### src/rtl/timer_dev.sv
// Memory-mapped countdown timer with IRQ (CTRL / PRESET / COUNT words).
// Optional prescaler on CTRL[15:8] when TIMER_PRESCALE_EN is defined.
module timer_dev #(
  parameter int unsigned   DW           = 32,
  parameter logic [DW-1:0] RESET_PRESET = '0
) (
  input  logic          clk,
  input  logic          reset,
  input  logic [1:0]    Addr,
  input  logic          WE,
  input  logic [DW-1:0] WD,
  output logic [DW-1:0] RD,
  output logic          IRQ
);

  localparam logic [1:0] S_IDLE = 2'd0;
  localparam logic [1:0] S_LOAD = 2'd1;
  localparam logic [1:0] S_CNT  = 2'd2;
  localparam logic [1:0] S_INT  = 2'd3;

  logic [1:0]    state_q, state_d;
  logic [DW-1:0] count_q, count_d;
  logic [DW-1:0] preset_q;
  logic          irq_pend_q, irq_pend_d;
  logic          ctrl_en_q, ctrl_en_d;
  logic [1:0]    ctrl_mode_q;
  logic          ctrl_im_q, ctrl_im_d;
  logic [DW-1:0] ctrl_rd;
  logic          wr_ctrl, wr_preset;
  logic          auto_reload;
  logic          en_eff;
  logic          step;

  assign wr_ctrl     = WE && (Addr == 2'd0);
  assign wr_preset   = WE && (Addr == 2'd1);
  assign auto_reload = (ctrl_mode_q == 2'b01);
  assign ctrl_im_d   = wr_ctrl ? WD[3] : ctrl_im_q;
  // A CTRL write landing during CNT is honoured in the same cycle, so a stop freezes the value just read.
  assign en_eff      = wr_ctrl ? WD[0] : ctrl_en_q;

`ifdef TIMER_PRESCALE_EN
  logic [7:0] ctrl_psc_q;
  logic [7:0] psc_cnt_q, psc_cnt_d;

  assign step = (psc_cnt_q == ctrl_psc_q);

  always_ff @(posedge clk or posedge reset) begin
    if (reset) begin
      ctrl_psc_q <= 8'd0;
      psc_cnt_q  <= 8'd0;
    end else begin
      if (wr_ctrl) ctrl_psc_q <= WD[15:8];
      psc_cnt_q <= psc_cnt_d;
    end
  end
`else
  assign step = 1'b1;
`endif

  // Next-state, counter and interrupt-pending logic
  always_comb begin
    state_d    = state_q;
    count_d    = count_q;
    irq_pend_d = irq_pend_q;
    ctrl_en_d  = wr_ctrl ? WD[0] : ctrl_en_q;
`ifdef TIMER_PRESCALE_EN
    psc_cnt_d  = psc_cnt_q;
`endif
    if (wr_ctrl || wr_preset) irq_pend_d = 1'b0;

    case (state_q)
      S_IDLE: begin
        if (ctrl_en_q) state_d = S_LOAD;
      end
      S_LOAD: begin
        count_d = preset_q;
        state_d = S_CNT;
`ifdef TIMER_PRESCALE_EN
        psc_cnt_d = 8'd0;
`endif
      end
      S_CNT: begin
        if (!en_eff) begin
          state_d = S_IDLE;
        end else begin
`ifdef TIMER_PRESCALE_EN
          psc_cnt_d = step ? 8'd0 : psc_cnt_q + 8'd1;
`endif
          if (step) begin
            if (count_q > DW'(1)) begin
              count_d = count_q - DW'(1);
            end else begin
              count_d    = '0;
              irq_pend_d = 1'b1;
              state_d    = S_INT;
              // One-shot drops En unless the CPU rewrites CTRL this cycle.
              if (!auto_reload && !wr_ctrl) ctrl_en_d = 1'b0;
            end
          end
        end
      end
      S_INT: begin
        state_d = S_IDLE;
        if (auto_reload) irq_pend_d = 1'b0;
      end
      default: state_d = S_IDLE;
    endcase
  end

  // State and register file
  always_ff @(posedge clk or posedge reset) begin
    if (reset) begin
      state_q     <= S_IDLE;
      count_q     <= '0;
      preset_q    <= RESET_PRESET;
      irq_pend_q  <= 1'b0;
      ctrl_en_q   <= 1'b0;
      ctrl_mode_q <= 2'b00;
      ctrl_im_q   <= 1'b0;
      IRQ         <= 1'b0;
    end else begin
      state_q    <= state_d;
      count_q    <= count_d;
      irq_pend_q <= irq_pend_d;
      ctrl_en_q  <= ctrl_en_d;
      ctrl_im_q  <= ctrl_im_d;
      IRQ        <= irq_pend_d & ctrl_im_d;
      if (wr_ctrl)   ctrl_mode_q <= WD[2:1];
      if (wr_preset) preset_q    <= WD;
    end
  end

  always_comb begin
    ctrl_rd       = '0;
    ctrl_rd[3:0]  = {ctrl_im_q, ctrl_mode_q, ctrl_en_q};
`ifdef TIMER_PRESCALE_EN
    ctrl_rd[15:8] = ctrl_psc_q;
`endif
  end

  // Same-cycle read mux
  always_comb begin
    RD = '0;
    case (Addr)
      2'd0:    RD = ctrl_rd;
      2'd1:    RD = preset_q;
      2'd2:    RD = count_q;
      default: RD = '0;
    endcase
  end

endmodule
### config.mk
export PLATFORM = sky130hd
export DESIGN_NAME = timer_dev
export DESIGN_NICKNAME = d
export VERILOG_FILES = /design/src/rtl/timer_dev.sv
export SDC_FILE = /design/constraint.sdc
export NUM_CORES = 1
export LEC_CHECK = 0
export ABC_AREA = 1
export CAP_MARGIN = 10
export CORE_MARGIN = 2
export CORE_UTILIZATION = 49
export DETAILED_ROUTE_END_ITERATION = 10
export PLACE_DENSITY_LB_ADDON = 0.12
export SLEW_MARGIN = 10
export SYNTH_ARGS = -nofsm -noshare
export SYNTH_HDL_FRONTEND = slang
export SYNTH_SLANG_ARGS = --single-unit
### constraint.sdc
create_clock -name clk -period 2.28 [get_ports clk]
set_clock_uncertainty 0.05 [all_clocks]
set_input_delay 0.342 -clock clk [delete_from_list [all_inputs] [get_ports clk]]
set_output_delay 0.342 -clock clk [all_outputs]
set_load 0.005 [all_outputs]
== Word level (Yosys, flattened, before mapping) ==
Cells that the tools add are included.

* Memory bits (read-only): 0
* Memories kept: 0
* Input bits: 37
* Output and inout port bits: 33
* Word-level logic and storage cells: 50
* Bits in registers: 72
* Latch bits: 0
* Bits in writable memories: 0

* Eq/ne operators: 9
* $mul: 0
* Bitwise gates (word level): 1
* Div/mod/pow operators: 0
* Muxes and demuxes: 19
* Add/subtract/negate cells: 1
* Magnitude comparators: 1
* Reductions and logical operators: 11
* Shifts and indexed selects: 0

{| class="wikitable"
|+ Operators by type and width
! kind !! number
|-
| $pmux 32 s3 || 1
|-
| $mux 32 || 2
|-
| $pmux 32 s2 || 1
|-
| $gt 32x1->1 const B || 1
|-
| $sub 32x1->32 const B || 1
|-
| $mux 1 || 10
|-
| $pmux 2 s4 || 1
|-
| $eq 2x1->1 const B || 3
|-
| $eq 2x2->1 const B || 3
|-
| $mux 2 || 3
|-
| $logic_not 2->1 || 2
|-
| $ne 2x2->1 const B || 2
|-
| $reduce_and 2->1 || 2
|-
| $logic_and 1x1->1 || 3
|-
| $ne 3x3->1 const B || 1
|-
| $logic_not 1->1 || 2
|-
| $pmux 1 s2 || 1
|-
| $reduce_bool 2->1 || 1
|-
| $and 1x1->1 || 1
|-
| $logic_or 1x1->1 || 1
|}

== Depth between registers and ports, before layout ==
Gate-level depths: netlist of run 1.

* Depth in word-level cells: 8
* Gate-level depth with buffers: 13
* Depth with buffers taken out: 13

== Least setup slack after synthesis of run 1 ==
OpenSTA, ideal clock, no wires.

* Kind: reg2reg
* Start: reg count_q[0]
* End: reg count_q[18]
* Data required time: 2.113 ns
* Arrival time: 1.495 ns
* Cell stages (with the launch flop): 12
* Path buffers: 0
* Library setup time: 0.117 ns
* Path slack: 0.619 ns
* Clock period less this slack: 1.661 ns
* Cell sequence: dfrtp_1 -> inv_1 -> ha_1 -> nand2_1 -> nor2_2 -> nand2_1 -> nor2_1 -> nand2_1 -> nand2_1 -> nor2_1 -> nor2_1 -> nor2_1

* Cells in the longest elaborated chain, start to end: 4
* Elaborated cells between the ends (all ways): 5
* Classes of those cells: add/sub: 1; order compare: 1; mux: 3

{| class="wikitable"
|+ Ends and longest elaborated chain
! what !! RTL line !! text
|-
| start, declared || 22 || <nowiki>logic [DW-1:0] count_q, count_d;</nowiki>
|-
| start signal, assigned || 123 || <nowiki>count_q <= count_d;</nowiki>
|-
| $sub 32x1->32 or $gt 32x1->1 (tied branches) || 91, 90 ||
|-
| $mux 32 * || 90 || <nowiki>if (count_q > DW'(1)) begin</nowiki>
|-
| $mux 32 * || 83 || <nowiki>if (!en_eff) begin</nowiki>
|-
| $pmux 32 s2 * || 71 || <nowiki>case (state_q)</nowiki>
|}

Mark *: on every way between the ends. The rest lies on a longest branch, timed or not. The select of a mux whose other input is x is not followed.
A chain may end at the register's enable or synchronous reset.

== Worst setup path in the final report of run 1 ==
* Start: in Addr[0]
* End: out RD[23]

* Cells in the longest elaborated chain, start to end: 2
* Elaborated cells between the ends (all ways): 4
* Classes of those cells: eq/ne: 2; mux: 1; reduce/logical: 1

{| class="wikitable"
|+ Ends and longest elaborated chain
! what !! RTL line !! text
|-
| start, declared || 9 || <nowiki>input logic [1:0] Addr,</nowiki>
|-
| $eq 2x2->1 (tied with other cells) || 144 || <nowiki>case (Addr)</nowiki>
|-
| $pmux 32 s3 * || 144 ||
|-
| end, declared || 12 || <nowiki>output logic [DW-1:0] RD,</nowiki>
|}

Mark *: on every way between the ends. The rest lies on a longest branch, timed or not.

==> flow_summary.ini, run 1 <==
[run_status]
status = finished, final reports clean

[power_and_ir_drop]
leakagePower_nw = 2.802
peakVddDrop_mv = 0.7566
power_density_nw_per_um2 = 1048

[clock_tree]
cts_hold_buf = 0
cts_tree = done
cts_buffer_depth = 2
root_buffer = clkbuf_8
h-tree-depth = 3
cts_made_buffers = 9
cts_sinks = 72
path_clk_slew_ns = 0.08
clock_latency_ns = 0.35

[synth]
synthAdderAreaFrac_pct = 0.5556
yosysWarnings = 0
synth_cells = 666
ys_seq_elements = 72
syn_area_per_cell_um2 = 6.763
synth_top_family_by_area = simple AND/OR/NAND/NOR gates
syn_nets = 705
synthMuxAreaShare_pct = 0
synth_compound_area_share_pct = 15.67
synth-xor-area-share_pct = 1.167
synthSimpleGateAreaFrac_pct = 31.53
syn_area_um2 = 4504
synthDistinctLibCells = 26
ys_seq_area_share_pct = 40.00

[timing]
min_period_over_period_pct = 95.04
tns_ns = 0
fmax_ghz = 0.4615
tightest_slew_ns = 0.4957
min_period_ns = 2.167
slew_headroom_pct = 66.83
hold_viol = 0
setup_viol = 0
rsz0062_at_grt = no
drv_slew = 0

[global_route]
first_global_vias = 4322
grt_usage_pct = 26.49
use_met1_pct = 37.07
grt_max_degree = 73
antenna_found_initial = 0
grt_pass1_wl_mm = 21.05
grt_overflow = 0
grt_use_met3_pct = 5.223
use_met2_pct = 42.15
busiest_layer = met2

[drt]
drc_errors = 0
totalWireLength_mm = 12.30
first_pass_iters = 4
vias = 4449
vias_per_cell = 5.197
drt_iter0_markers = 188
wl_per_cell_um = 14.37
final_antenna_net_count = 0

[floorplan]
ioPinCount = 70
dieArea_um2 = 9975
die_h_um = 99.88
rows = 34
initial_core_util_pct = 51.15
coreArea_um2 = 8806
die_w_um = 99.88

[flow_run]
cap_violations = 0

[layout]
nets = 782
insertedDiodeCount = 0
layout_commonest_cell = nor2_1
fin_area_um2 = 5637
syn2layout_area_growth_pct = 25.14
final_cell_mix = nor2_1, nand2_1, inv_1, dfrtp_1, a21oi_1
drive_above_1_share_pct = 10.03

[critical_path]
crit_top_cell = buf_4
end_kind = output pin
cp_slowest_stage_delay_ns = 0.48
path_buf_inv = 6
cp.required_ns = 1.89
cp.arrival_ns = 1.77
path_max_fanout = 12
critPathKind = input port to output pin
startpoint_type = input port
critPathSlowestCell = clkdlybuf4s50_1
cpLargestDelayFamily = buffers and inverters
cp_cell_sequence = clkdlybuf4s50_1, inv_1, buf_4, nand2_2, buf_6, buf_4, o22ai_1, dlygate4sd2_1

[placement]
hpwl_mm = 9.088
dpl_cell_area_um2 = 5405
gp_congestion = 0.9252
port_buffers = 69

[worst_hold_path]
hold_path_class = input port to async pin
==> report_power, final <==
group | switching (W) | internal [W] | leakage (nW)
sequential | 0.000409 | 0.00167 | 0.787
clock | 0.000514 | 0.000675 | 0.119
combinational | 0.00162 | 0.00102 | 1.90
==> per-stage QoR <==
| step | utilization (%) | power [W] | std cells | setup WS, ns | hold slack [ns] |
|---|---|---|---|---|---|
| after detailed placement | 61.38 | 0.004790 | 839 | -0.1710 | 0.4296 |
| after global placement | 61.38 | 0.004717 | 839 | -0.1495 | 0.4222 |
| after floorplan | - | 0.003897 | 666 | 0.06308 | 0.4030 |
| after global routing | 64.01 | 0.006407 | 856 | 0.03786 | 0.3788 |
| final | 64.01 | 0.005906 | 856 | 0.1131 | 0.3380 |
| after CTS | 63.82 | 0.005933 | 855 | -0.05070 | 0.3593 |
==> worst min-delay path: stages <==
cell	delay, ns
clkdlybuf4s50_1	0.41
inv_2	0.07
buf_12	0.33
==> path summary, 6_finish.rpt <==
path / start / end / slack [ns] / cells past startpoint
worst max-delay path: Addr[0] / RD[23] / 0.11 / 8
worst min-delay path: reset / preset_q[21]$_DFFE_PP0P_ / 0.34 / 3
worst max register to register: count_q[0]$_DFFE_PP0P_ / count_q[23]$_DFFE_PP0P_ / 0.28 / 9
worst min register to register: preset_q[1]$_DFFE_PP0P_ / preset_q[1]$_DFFE_PP0P_ / 0.45 / 2
max in group asynchronous: reset / count_q[13]$_DFFE_PP0P_ / 1.52 / 3
min in group clk: preset_q[1]$_DFFE_PP0P_ / preset_q[1]$_DFFE_PP0P_ / 0.45 / 2
==> flip-flops by register name (all words and copies together) (netlist names) <==
signal,count
count_q,32
preset_q,32
ctrl_mode_q,2
state_q,2
IRQ,1
ctrl_en_q,1
ctrl_im_q,1
irq_pend_q,1
==> Yosys cell counts (all sizes together) <==
cell	number	area (um^2)
o211ai	1	21.27
nand4	3	18.77
clkbuf	14	52.55
ha	2	25.02
inv	97	364.1
nand3	27	135.1
a41oi	1	8.760
o21a	1	7.510
o221ai	4	35.03
nand2	110	435.4
or2	1	6.260
xor2	6	52.55
dfrtp	72	1802
buf	11	82.57
o21ai	27	135.1
a21oi	59	329.1
nor2	203	824.5
o22ai	27	168.9
==> repair_timing <==
item	CTS	global route
cloned	0	0
endpoints found under the setup margin	32	2
resized for setup	36	4
buffers inserted	0	1
==> per-layer routing <==
metal | wire, um | vias up
li1 | - | 2247
met1 | 5798 | 2078
met2 | 5717 | 108
met3 | 584 | 16
met4 | 197 | 0
met5 | 0 | -
==> cell type report <==
cell class	instances	area, um^2
Sequential cell	72	1802
Timing Repair Buffer	91	882.1
Inverter	97	364.1
Clock inverter	5	78.83
Multi-Input combinational cell	472	2223
Tap cell	108	135.1
Clock buffer	11	151.4
Fill cell	846	3169
==> cells by family after synthesis <==
logic type	Yosys count
xor gates and xnor gates	6
DFF	72
AOI/OAI and AO/OA	120
and+or+nand+nor	344
buffers and inverters	122
adders and majority gates	2
Power figures use the tool's default switching activity.
==> run 2: changes to the inputs <==
CAP_MARGIN = 30   (was 10)
==> results of run 2 <==
Final layout, timing and power as in run 1 (identical DEF).
==> run 3: changes to the inputs <==
CAP_MARGIN = 10   (was 30)
CTS_CLUSTER_SIZE = 40   (was not set)
==> results of run 3 <==
Final layout, timing and power as in run 1 (identical DEF).
